===== config.mk =====
export PLATFORM = sky130hd
export DESIGN_NAME = klt_track_sequencer
export DESIGN_NICKNAME = d
export VERILOG_FILES = /design/src/rtl/klt_pkg.sv /design/src/rtl/klt_step_clamp.sv /design/src/rtl/klt_track_sequencer.sv
export SDC_FILE = /design/constraint.sdc
export NUM_CORES = 1
export LEC_CHECK = 0
export ABC_AREA = 1
export CAP_MARGIN = 15
export CORE_AREA = 2 2 98 100
export DETAILED_ROUTE_END_ITERATION = 6
export DIE_AREA = 0 0 100 102
export GPL_ROUTABILITY_DRIVEN = 0
export PLACE_DENSITY = 0.79
export SLEW_MARGIN = 20
export SYNTH_ARGS = -nofsm -noshare
export SYNTH_HDL_FRONTEND = slang
export SYNTH_SLANG_ARGS = --single-unit

===== constraint.sdc =====
create_clock -name rx_pclk -period 4 [get_ports rx_pclk]
set_input_delay 0.6 -clock rx_pclk [delete_from_list [all_inputs] [get_ports rx_pclk]]
set_output_delay 0.6 -clock rx_pclk [all_outputs]
set_load 0.02 [all_outputs]

===== src/rtl/klt_pkg.sv =====
// -----------------------------------------------------------------------------
// klt_pkg
// Shared types and widths for the KLT track sequencer slice.
//   klt_state_e : per-frame sequencer states
//   X_W / Y_W   : tracked point widths (x / y)
//   CNT_W       : successful-update frame counter width
//   SUM_W       : signed width used for point + displacement before clamping
// -----------------------------------------------------------------------------
package klt_pkg;

  localparam int X_W   = 12;
  localparam int Y_W   = 11;
  localparam int CNT_W = 16;
  localparam int SUM_W = 13;

  typedef enum logic [2:0] {
    IDLE    = 3'd0,
    ARM     = 3'd1,
    ACCUM   = 3'd2,
    SOLVE   = 3'd3,
    UPDATE  = 3'd4,
    WAIT_VS = 3'd5
  } klt_state_e;

endpackage


===== src/rtl/klt_step_clamp.sv =====
// -----------------------------------------------------------------------------
// klt_step_clamp
// Applies one axis of the per-frame displacement to the tracked point:
// saturates the raw displacement to +/-MAX_STEP, adds it to the current
// position in a signed SUM_W domain and bounds the result to [LO, HI].
// Purely combinational; one instance per axis.
//
// Optional feature (macro KLT_DEADBAND_EN): when defined, a displacement with
// |d| <= DEADBAND contributes a zero step, suppressing sub-pixel jitter.
//
// Ports:
//   point_in  : current position (unsigned, W bits)
//   d         : raw signed displacement from the solver (W bits)
//   point_out : bounded next position (unsigned, W bits)
// -----------------------------------------------------------------------------
module klt_step_clamp
  import klt_pkg::*;
#(
  parameter int W        = 12,
  parameter int MAX_STEP = 8,
  parameter int LO       = 10,
  parameter int HI       = 789,
  parameter int DEADBAND = 1
) (
  input  logic [W-1:0]        point_in,
  input  logic signed [W-1:0] d,
  output logic [W-1:0]        point_out
);

  localparam logic signed [SUM_W-1:0] STEP_MAX = SUM_W'(MAX_STEP);
  localparam logic signed [SUM_W-1:0] POS_LO   = SUM_W'(LO);
  localparam logic signed [SUM_W-1:0] POS_HI   = SUM_W'(HI);
  localparam logic signed [SUM_W-1:0] DB_TH    = SUM_W'(DEADBAND);
`ifdef KLT_DEADBAND_EN
  localparam bit DB_EN = 1'b1;
`else
  localparam bit DB_EN = 1'b0;
`endif

  // Bound the per-frame step; the deadband test uses the raw value.
  function automatic logic signed [SUM_W-1:0] sat_step(input logic signed [SUM_W-1:0] v);
    logic signed [SUM_W-1:0] r;
    if (v > STEP_MAX)       r = STEP_MAX;
    else if (v < -STEP_MAX) r = -STEP_MAX;
    else                    r = v;
    if (DB_EN && (v <= DB_TH) && (v >= -DB_TH)) r = '0;
    return r;
  endfunction

  // Keep the point MARGIN away from every frame edge.
  function automatic logic signed [SUM_W-1:0] clamp_pos(input logic signed [SUM_W-1:0] v);
    logic signed [SUM_W-1:0] r;
    if (v < POS_LO)      r = POS_LO;
    else if (v > POS_HI) r = POS_HI;
    else                 r = v;
    return r;
  endfunction

  logic signed [SUM_W-1:0] d_ext;
  logic signed [SUM_W-1:0] pos_ext;
  logic signed [SUM_W-1:0] sum;

  assign d_ext     = SUM_W'(d);
  assign pos_ext   = signed'(SUM_W'(point_in));
  assign sum       = pos_ext + sat_step(d_ext);
  assign point_out = W'(clamp_pos(sum));

endmodule


===== src/rtl/klt_track_sequencer.sv =====
// -----------------------------------------------------------------------------
// klt_track_sequencer
// Per-frame controller for the KLT tracking datapath. Arms on a frame
// boundary, gates ROI accumulation, waits for roi_end and then the solver
// result, applies the bounded displacement to the tracked point and flags a
// lost track after MISS_LIMIT consecutive frames without a solution.
// Build option: KLT_DEADBAND_EN (jitter deadband, see klt_step_clamp).
//
// Ports:
//   rx_pclk, rx_rstn   : pixel clock, asynchronous active-low reset
//   enable_tracking    : level, tracking requested
//   reset_position     : level, sampled at frame boundary
//   vsync_in           : rising edge marks a frame boundary
//   roi_end            : pulse, ROI accumulation finished
//   dx_valid           : pulse, dx_int/dy_int valid
//   dx_int, dy_int     : signed integer displacement
//   tracking_active    : ROI accumulation enable (registered)
//   point_x0, point_y0 : tracked point
//   update_strobe      : one-cycle pulse with each point update
//   track_lost         : sticky lost flag
//   frame_count        : count of successful updates (wraps)
// -----------------------------------------------------------------------------
module klt_track_sequencer
  import klt_pkg::*;
#(
  parameter int H_ACTIVE   = 800,
  parameter int V_ACTIVE   = 600,
  parameter int INIT_X     = 400,
  parameter int INIT_Y     = 300,
  parameter int MARGIN     = 10,
  parameter int MAX_STEP   = 8,
  parameter int MISS_LIMIT = 3,
  parameter int DEADBAND   = 1
) (
  input  logic              rx_pclk,
  input  logic              rx_rstn,
  input  logic              enable_tracking,
  input  logic              reset_position,
  input  logic              vsync_in,
  input  logic              roi_end,
  input  logic              dx_valid,
  input  logic [X_W-1:0]    dx_int,
  input  logic [Y_W-1:0]    dy_int,
  output logic              tracking_active,
  output logic [X_W-1:0]    point_x0,
  output logic [Y_W-1:0]    point_y0,
  output logic              update_strobe,
  output logic              track_lost,
  output logic [CNT_W-1:0]  frame_count
);

  localparam int MISS_W = $clog2(MISS_LIMIT + 1);

  klt_state_e              state;
  klt_state_e              state_next;
  logic                    vsync_d;
  logic                    vs_rise;
  logic [MISS_W-1:0]       miss_cnt;
  logic signed [X_W-1:0]   dx_p0;
  logic signed [Y_W-1:0]   dy_p0;
  logic [X_W-1:0]          x_next;
  logic [Y_W-1:0]          y_next;
  logic                    pos_reset;
  logic                    frame_ovr;
  logic                    miss_event;
  logic                    lost_event;
  logic                    accept_dx;
  logic                    update_ok;

  assign vs_rise    = vsync_in & ~vsync_d;
  assign pos_reset  = vs_rise & reset_position;
  // Frame-boundary overrides (reset_position, tracking disabled) pre-empt
  // every normal transition, including a pending update.
  assign frame_ovr  = vs_rise & (reset_position | ~enable_tracking);
  assign miss_event = vs_rise & ~frame_ovr & ((state == ACCUM) | (state == SOLVE));
  assign lost_event = miss_event & ((int'(miss_cnt) + 1) >= MISS_LIMIT);

  // State register
  always_ff @(posedge rx_pclk or negedge rx_rstn) begin
    if (!rx_rstn) state <= IDLE;
    else          state <= state_next;
  end

  // Next-state logic
  always_comb begin
    state_next = state;
    if (pos_reset) begin
      state_next = enable_tracking ? ARM : IDLE;
    end else if (frame_ovr) begin
      state_next = IDLE;
    end else if (lost_event) begin
      state_next = IDLE;
    end else begin
      unique case (state)
        IDLE:    if (vs_rise && !track_lost) state_next = ARM;
        ARM:     if (vs_rise) state_next = ACCUM;
        ACCUM:   if (!vs_rise && roi_end) state_next = SOLVE;
        // A result arriving with the frame boundary is stale: vs_rise wins.
        SOLVE: begin
          if (vs_rise)       state_next = ACCUM;
          else if (dx_valid) state_next = UPDATE;
        end
        UPDATE:  state_next = vs_rise ? ACCUM : WAIT_VS;
        WAIT_VS: if (vs_rise) state_next = ACCUM;
        default: state_next = IDLE;
      endcase
    end
  end

  // Output / control decode
  always_comb begin
    accept_dx = (state == SOLVE) & dx_valid & ~vs_rise;
    update_ok = (state == UPDATE) & ~frame_ovr;
  end

  // Stage p0: capture the solver result when it is consumed
  always_ff @(posedge rx_pclk) begin
    if (accept_dx) begin
      dx_p0 <= signed'(dx_int);
      dy_p0 <= signed'(dy_int);
    end
  end

  klt_step_clamp #(
    .W(X_W), .MAX_STEP(MAX_STEP), .LO(MARGIN), .HI(H_ACTIVE - 1 - MARGIN),
    .DEADBAND(DEADBAND)
  ) u_clamp_x (
    .point_in (point_x0),
    .d        (dx_p0),
    .point_out(x_next)
  );

  klt_step_clamp #(
    .W(Y_W), .MAX_STEP(MAX_STEP), .LO(MARGIN), .HI(V_ACTIVE - 1 - MARGIN),
    .DEADBAND(DEADBAND)
  ) u_clamp_y (
    .point_in (point_y0),
    .d        (dy_p0),
    .point_out(y_next)
  );

  // Stage p1: point, strobe, counters and flags
  always_ff @(posedge rx_pclk or negedge rx_rstn) begin
    if (!rx_rstn) begin
      vsync_d         <= 1'b0;
      tracking_active <= 1'b0;
      point_x0        <= X_W'(INIT_X);
      point_y0        <= Y_W'(INIT_Y);
      update_strobe   <= 1'b0;
      track_lost      <= 1'b0;
      frame_count     <= '0;
      miss_cnt        <= '0;
    end else begin
      vsync_d         <= vsync_in;
      tracking_active <= (state_next != IDLE);
      update_strobe   <= update_ok;

      if (pos_reset) begin
        point_x0 <= X_W'(INIT_X);
        point_y0 <= Y_W'(INIT_Y);
      end else if (update_ok) begin
        point_x0 <= x_next;
        point_y0 <= y_next;
      end

      if (update_ok) frame_count <= frame_count + 1'b1;

      if (pos_reset || update_ok) miss_cnt <= '0;
      else if (miss_event)        miss_cnt <= miss_cnt + MISS_W'(1);

      if (pos_reset)       track_lost <= 1'b0;
      else if (lost_event) track_lost <= 1'b1;
    end
  end

endmodule

## After elaboration in Yosys (flattened, before gate mapping)

Index checks and enable logic that the tools add are counted.

| operators by class | value |
|---|---|
| add/sub/neg operators | 5 |
| $lt $le $gt $ge | 9 |
| eq/ne operators | 5 |
| multiplexer cells | 27 |
| bitwise operators | 15 |
| reductions and logical operators | 11 |

Operators by type and width:

| cell | count |
|---|---|
| $mux W13 | 4 |
| $mux W12 | 4 |
| $mux W11 | 4 |
| $mux W3 | 9 |
| $gt A13 B11 Y1 const B | 2 |
| $lt A13 B5 Y1 const B | 2 |
| $add A16 B1 Y16 const B | 1 |
| $pmux W3 S5 | 1 |
| $add A12 B13 Y13 | 1 |
| $add A13 B13 Y13 | 1 |
| $gt A12 B5 Y1 const B | 1 |
| $lt A12 B4 Y1 const B | 1 |
| $gt A11 B5 Y1 const B | 1 |
| $lt A11 B4 Y1 const B | 1 |
| $and A1 B1 Y1 | 9 |
| $eq A3 B2 Y1 const B | 2 |
| $eq A3 B3 Y1 const B | 2 |
| $reduce_bool A2 Y1 | 3 |
| $mux W2 | 2 |
| $not A1 Y1 | 4 |
| $add A2 B1 Y3 const B | 1 |
| $eq A3 B1 Y1 const B | 1 |
| $ge A3 B2 Y1 const B | 1 |
| $logic_not A3 Y1 | 1 |
| other kinds (8) | 13 |

| word-level totals | value |
|---|---|
| flip-flop bits (word level) | 71 |
| input port bits | 30 |
| output and inout port bits | 42 |
| logic and storage cells | 83 |

## Depth between registers and ports, before layout

| depth | value |
|---|---|
| depth after elaboration | 11 |
| depth in mapped cells | 26 |
| mapped depth without buffers | 26 |

## Hierarchy

A second synthesis with hierarchy kept.

| second synthesis, totals | value |
|---|---|
| cells, all modules | 802 |
| area total of the unflattened synthesis | 5445.2 sq um |

By module, submodules not included:

| module | times used | cells each | area an instance (sq um) | seq. area each (sq um) |
|---|---|---|---|---|
| klt_track_sequencer | 1 | 308 | 2985.4 | 1900.6 |
| klt_step_clamp at u_clamp_y | 1 | 261 | 1270.0 | 0.0 |
| klt_step_clamp at u_clamp_x | 1 | 233 | 1189.9 | 0.0 |

## Worst setup path after synthesis

No wires, ideal clock.

| timing path | value |
|---|---|
| path type | register to register |
| from | register dy_p0[6] |
| to | register point_y0[3] |
| library setup time | 0.077 ns |
| data arrival time | 2.902 ns |
| required time | 3.923 ns |
| slack | 1.021 ns |
| stages on the path, launching flop included | 24 |
| buffers on the path | 0 |
| period minus slack after synthesis | 2.979 ns |
| cell sequence | edfxtp_1 inv_1 nor4_1 nand2_1 ha_1 nor3_1 ha_1 inv_1 fa_1 inv_1 nand3_1 nand2_1 nand2_1 nand2_1 nand2_1 nand2_1 and2_1 nand2_1 nand2_2 nand2_4 nand2_4 nand2_2 nor2_1 nor2_1 |

| between the ends | value |
|---|---|
| word-level cells in the longest chain between the ends | 9 |
| elaborated cells on any way between the ends | 11 |
| classes of those cells | add/sub (1); order compare (4); mux (6) |

Ends and longest elaborated chain:

| what | line | RTL |
|---|---|---|
| start: declaration | klt_track_sequencer.sv:60 | `logic signed [Y_W-1:0] dy_p0;` |
| start signal: assignment | klt_track_sequencer.sv:120 | `dy_p0 <= signed'(dy_int);` |
| $lt A11 B4 Y1 | klt_step_clamp.sv:44 | `else if (v < -STEP_MAX) r = -STEP_MAX;` |
| $mux W13 | klt_step_clamp.sv:44 |  |
| $mux W13 (*) | klt_step_clamp.sv:43 | `if (v > STEP_MAX) r = STEP_MAX;` |
| $add A12 B13 Y13 (*) | klt_step_clamp.sv:65 | `assign sum = pos_ext + sat_step(d_ext);` |
| $gt A13 B11 Y1 | klt_step_clamp.sv:54 | `else if (v > POS_HI) r = POS_HI;` |
| $mux W11 | klt_step_clamp.sv:54 |  |
| $mux W11 (*) | klt_step_clamp.sv:53 | `if (v < POS_LO) r = POS_LO;` |
| $mux W11 (*) | klt_track_sequencer.sv:161 | `end else if (update_ok) begin` |
| $mux W11 (*) | klt_track_sequencer.sv:158 | `if (pos_reset) begin` |
| end signal: assignment | klt_track_sequencer.sv:148 | `point_y0 <= Y_W'(INIT_Y);` |
| end signal: assignment | klt_track_sequencer.sv:160 | `point_y0 <= Y_W'(INIT_Y);` |
| end signal: assignment | klt_track_sequencer.sv:163 | `point_y0 <= y_next;` |
| end: declaration | klt_track_sequencer.sv:46 | `output logic [Y_W-1:0] point_y0,` |

Mark *: on every way between the ends. The rest lies on a longest branch, timed or not. The select of a mux whose other input is x is not followed.
A chain may end at the register's enable or synchronous reset.

## Worst setup path in the final report

| timing path | value |
|---|---|
| from | register dx_p0[9] |
| to | register point_x0[0] |

| between the ends | value |
|---|---|
| word-level cells in the longest chain between the ends | 9 |
| elaborated cells on any way between the ends | 11 |
| classes of those cells | add/sub (1); order compare (4); mux (6) |

Ends and longest elaborated chain:

| what | line | RTL |
|---|---|---|
| start: declaration | klt_track_sequencer.sv:59 | `logic signed [X_W-1:0] dx_p0;` |
| start signal: assignment | klt_track_sequencer.sv:119 | `dx_p0 <= signed'(dx_int);` |
| $lt A12 B4 Y1 | klt_step_clamp.sv:44 |  |
| $mux W13 | klt_step_clamp.sv:44 |  |
| $mux W13 (*) | klt_step_clamp.sv:43 |  |
| $add A13 B13 Y13 (*) | klt_step_clamp.sv:65 |  |
| $gt A13 B11 Y1 | klt_step_clamp.sv:54 |  |
| $mux W12 | klt_step_clamp.sv:54 |  |
| $mux W12 (*) | klt_step_clamp.sv:53 |  |
| $mux W12 (*) | klt_track_sequencer.sv:161 |  |
| $mux W12 (*) | klt_track_sequencer.sv:158 |  |
| end signal: assignment | klt_track_sequencer.sv:147 | `point_x0 <= X_W'(INIT_X);` |
| end signal: assignment | klt_track_sequencer.sv:159 | `point_x0 <= X_W'(INIT_X);` |
| end signal: assignment | klt_track_sequencer.sv:162 | `point_x0 <= x_next;` |
| end: declaration | klt_track_sequencer.sv:45 | `output logic [X_W-1:0] point_x0,` |

Marks and branches as above.

==> results.sh <==
export IMPL_route_detailed_drc=0
export IMPL_cts_clk_slew_worst_paths_ns=0.07
export IMPL_syn2layout_area_growth_pct=22.0
export IMPL_io_buffers=71
export IMPL_end_kind="flip-flop"
export IMPL_route_vias_total=4457
export IMPL_h_tree_depth=3
export IMPL_cp_arrival_ns=3.75
export IMPL_synth_top_cell_area_share_pct=21.0
export IMPL_placed_area_um2=5750
export IMPL_detail_route_vias_per_cell=5.22
export IMPL_min_period_over_period_pct=88.2
export IMPL_final_cells=854
export IMPL_synth_area_leaders="dfrtp_1 21%, nand2_1 15%, edfxtp_1 14%, inv_1 7.6%, ha_1 7.4%"
export IMPL_final_max_slew_viol_count=0
export IMPL_cpMostUsedCell="nand2_1"
export IMPL_netlist_area_um2=4900
export IMPL_num_nets_final=799
export IMPL_cts_setup_buffers=0
export IMPL_setup_ws_ns=0.473
export IMPL_rsz0062_at_grt="false"
export IMPL_setup_viol=0
export IMPL_synthFlopType="dfrtp_1"
export IMPL_critPathLaunchType="flip-flop"
export IMPL_ioPinCount=72
export IMPL_yosysSeqAreaShare_pct=38.8
export IMPL_ant_nets=0
export IMPL_final_cell_area_um2=5980
export IMPL_synth_warnings=0
export IMPL_synth_cell_types=40
export IMPL_initial_core_util_pct=53.8
export IMPL_overflow=0
export IMPL_cp_required_ns=4.23
export IMPL_holdBufCountCts=0
export IMPL_async_flop_share_pct=67.6
export IMPL_post_drt_wl_per_cell_um=13.4
export IMPL_yosys_area_top_type="dfrtp_1"
export IMPL_power_density_nw_per_um2=521
export IMPL_vdd_ir_drop_worst_v=0.000322
export IMPL_first_iter_violations=223
export IMPL_crit_fanout=11
export IMPL_tritoncts="yes"
export IMPL_die_x_um=100
export IMPL_diodes=0
export IMPL_final_hold_viol_count=0
export IMPL_utilization_pct=65.6
export IMPL_path_cells="inv_1, nor4_1, nand4_1, ha_1, inv_1, nand2_1, nor2_1, ha_1, fa_1, nand3_1, nand3_1, nand2_1, nand2_1, nand2_1, nor2_1, nand3_1, nor2_1, a21oi_4, nand2_2, o21ai_1"
export IMPL_slowest_stage="edfxtp_1"
export IMPL_grt_pass1_wl_mm=19.2
export IMPL_final_cell_mix="195 x nand2_1, 99 x inv_1, 70 x clkdlybuf4s50_1"
export IMPL_coreArea_um2=9110
export IMPL_hp_class="in2async"
export IMPL_max_cap_violations=0
export IMPL_die_height_um=102
export IMPL_drt_pass1_iter_count=5
export IMPL_syn_nets=718
export IMPL_critical_path_class="reg2reg"
export IMPL_worst_slew_pin_slew_ns=0.630
export IMPL_routed_wl_mm=11.4
export IMPL_cts_repair_resized=0
export IMPL_grt_antenna_before_repair=0
export IMPL_clock_skew_ns=0.00950
export IMPL_cts_buffers=9
export IMPL_fmax_ghz=0.284
export IMPL_clock_sinks=71
export IMPL_worst_path_dominant_cell_family="simple AND/OR/NAND/NOR gates"
export IMPL_synth_edff_count=23
export IMPL_fin_crit_ns=3.53
export IMPL_setup_tns_ns=0
export IMPL_final_common_cell="nand2_1"
export IMPL_die_area_um2=10200
export IMPL_layout_drive_gt1_share_pct=8.88
export IMPL_preCtsSetupSlack_ns=0.530
export IMPL_clk_latency_ns=0.34
export IMPL_cts_root_buf="clkbuf_8"
export IMPL_dp_cells=838
export IMPL_p_leak_uw=0.00297
export IMPL_relSlewSlack_pct=57.9
export IMPL_dpl_hpwl_mm=9.11
export IMPL_netlist_instances=657
export IMPL_clk_path_buf_depth=2
export IMPL_syn_avg_cell_area_um2=7.45
export IMPL_cp_num_buf_inv=2
export IMPL_grt_max_degree=49
export IMPL_status="complete, no violations"
export IMPL_track_usage_pct=23.6
export IMPL_num_rows=35
export IMPL_grt_pass1_vias=4358
export IMPL_ys_seq_elements=71
export IMPL_critPathMaxStageDelay_ns=0.32
[metal layers]
layer	up-vias	global-route usage (%)	share of wire, %
li1	2256	-	-
met1	2027	30.0	44
met2	146	39.1	46
met3	28	5.34	6.4
met4	0	10.2	3.1
met5	-	0	0
[cell families (layout without fill, tap and decap cells)]
group | Yosys count | count (layout) | share of synthesized area, %
XOR/XNOR | 20 | 20 | 3.88
AND/OR/NAND/NOR | 357 | 357 | 32.7
buffers and inverters | 117 | 203 | 9.02
adder cells (fa/ha/maj) | 31 | 31 | 8.23
AO/OA/AOI/OAI | 61 | 61 | 7.41
flip-flops | 71 | 71 | 38.8
[final cells by class]
cell class | count | area, µm²
Tap cell | 111 | 139
Fill cell | 817 | 3130
Clock buffer | 10 | 128
Timing Repair Buffer | 74 | 731
Clock inverter | 6 | 93.8
Multi-Input combinational cell | 469 | 2560
Sequential cell | 71 | 1900
Inverter | 113 | 424
[cells in the mapped netlist, drive strengths merged, types with 2 or more instances]
master / count
nand2: 204
inv: 110
nor2: 71
nand3: 47
dfrtp: 41
a21oi: 38
ha: 29
edfxtp: 23
o21ai: 16
nand4: 15
xnor2: 11
xor2: 9
nor3: 8
dfstp: 7
nand3b: 6
o21bai: 4
clkinv: 3
nor4: 3
a31oi: 2
buf: 2
clkbuf: 2
fa: 2
[power breakdown]
group | switching [µW] | internal [µW]
registers | 131 | 892
logic | 905 | 554
clock network | 278 | 356
total | 1310 | 1800
[through the flow]
stage | power (µW) | hold WS (ns)
final | 3120 | 0.264
after global routing | 3350 | 0.297
after CTS | 3120 | 0.470
after detailed placement | 2480 | 0.490
after global placement | 2440 | 0.466
after floorplan | 2020 | 0.304
[sequential cells by signal, summed over array words and instances (netlist names)]
register	flops
dy_p0	11
track_lost	1
dx_p0	12
point_y0	11
state	3
miss_cnt	2
update_strobe	1
frame_count	16
point_x0	12
tracking_active	1
vsync_d	1
[worst paths after layout]
| check | end | slack [ns] | start | cells past startpoint |
|---|---|---|---|---|
| setup / recovery | point_x0[0]$_DFFE_PN0P_ | 0.47 | dx_p0[9]$_DFFE_PP_ | 20 |
| hold / removal | point_x0[11]$_DFFE_PN0P_ | 0.26 | rx_rstn | 1 |
| setup reg to reg | point_x0[0]$_DFFE_PN0P_ | 0.47 | dx_p0[9]$_DFFE_PP_ | 20 |
| hold reg to reg | frame_count[15]$_DFFE_PN0P_ | 0.51 | frame_count[15]$_DFFE_PN0P_ | 1 |
| max in group asynchronous | vsync_d$_DFF_PN0_ | 3.33 | rx_rstn | 1 |
| min in group rx_pclk | frame_count[15]$_DFFE_PN0P_ | 0.51 | frame_count[15]$_DFFE_PN0P_ | 1 |
Power figures use the tool's default switching activity.
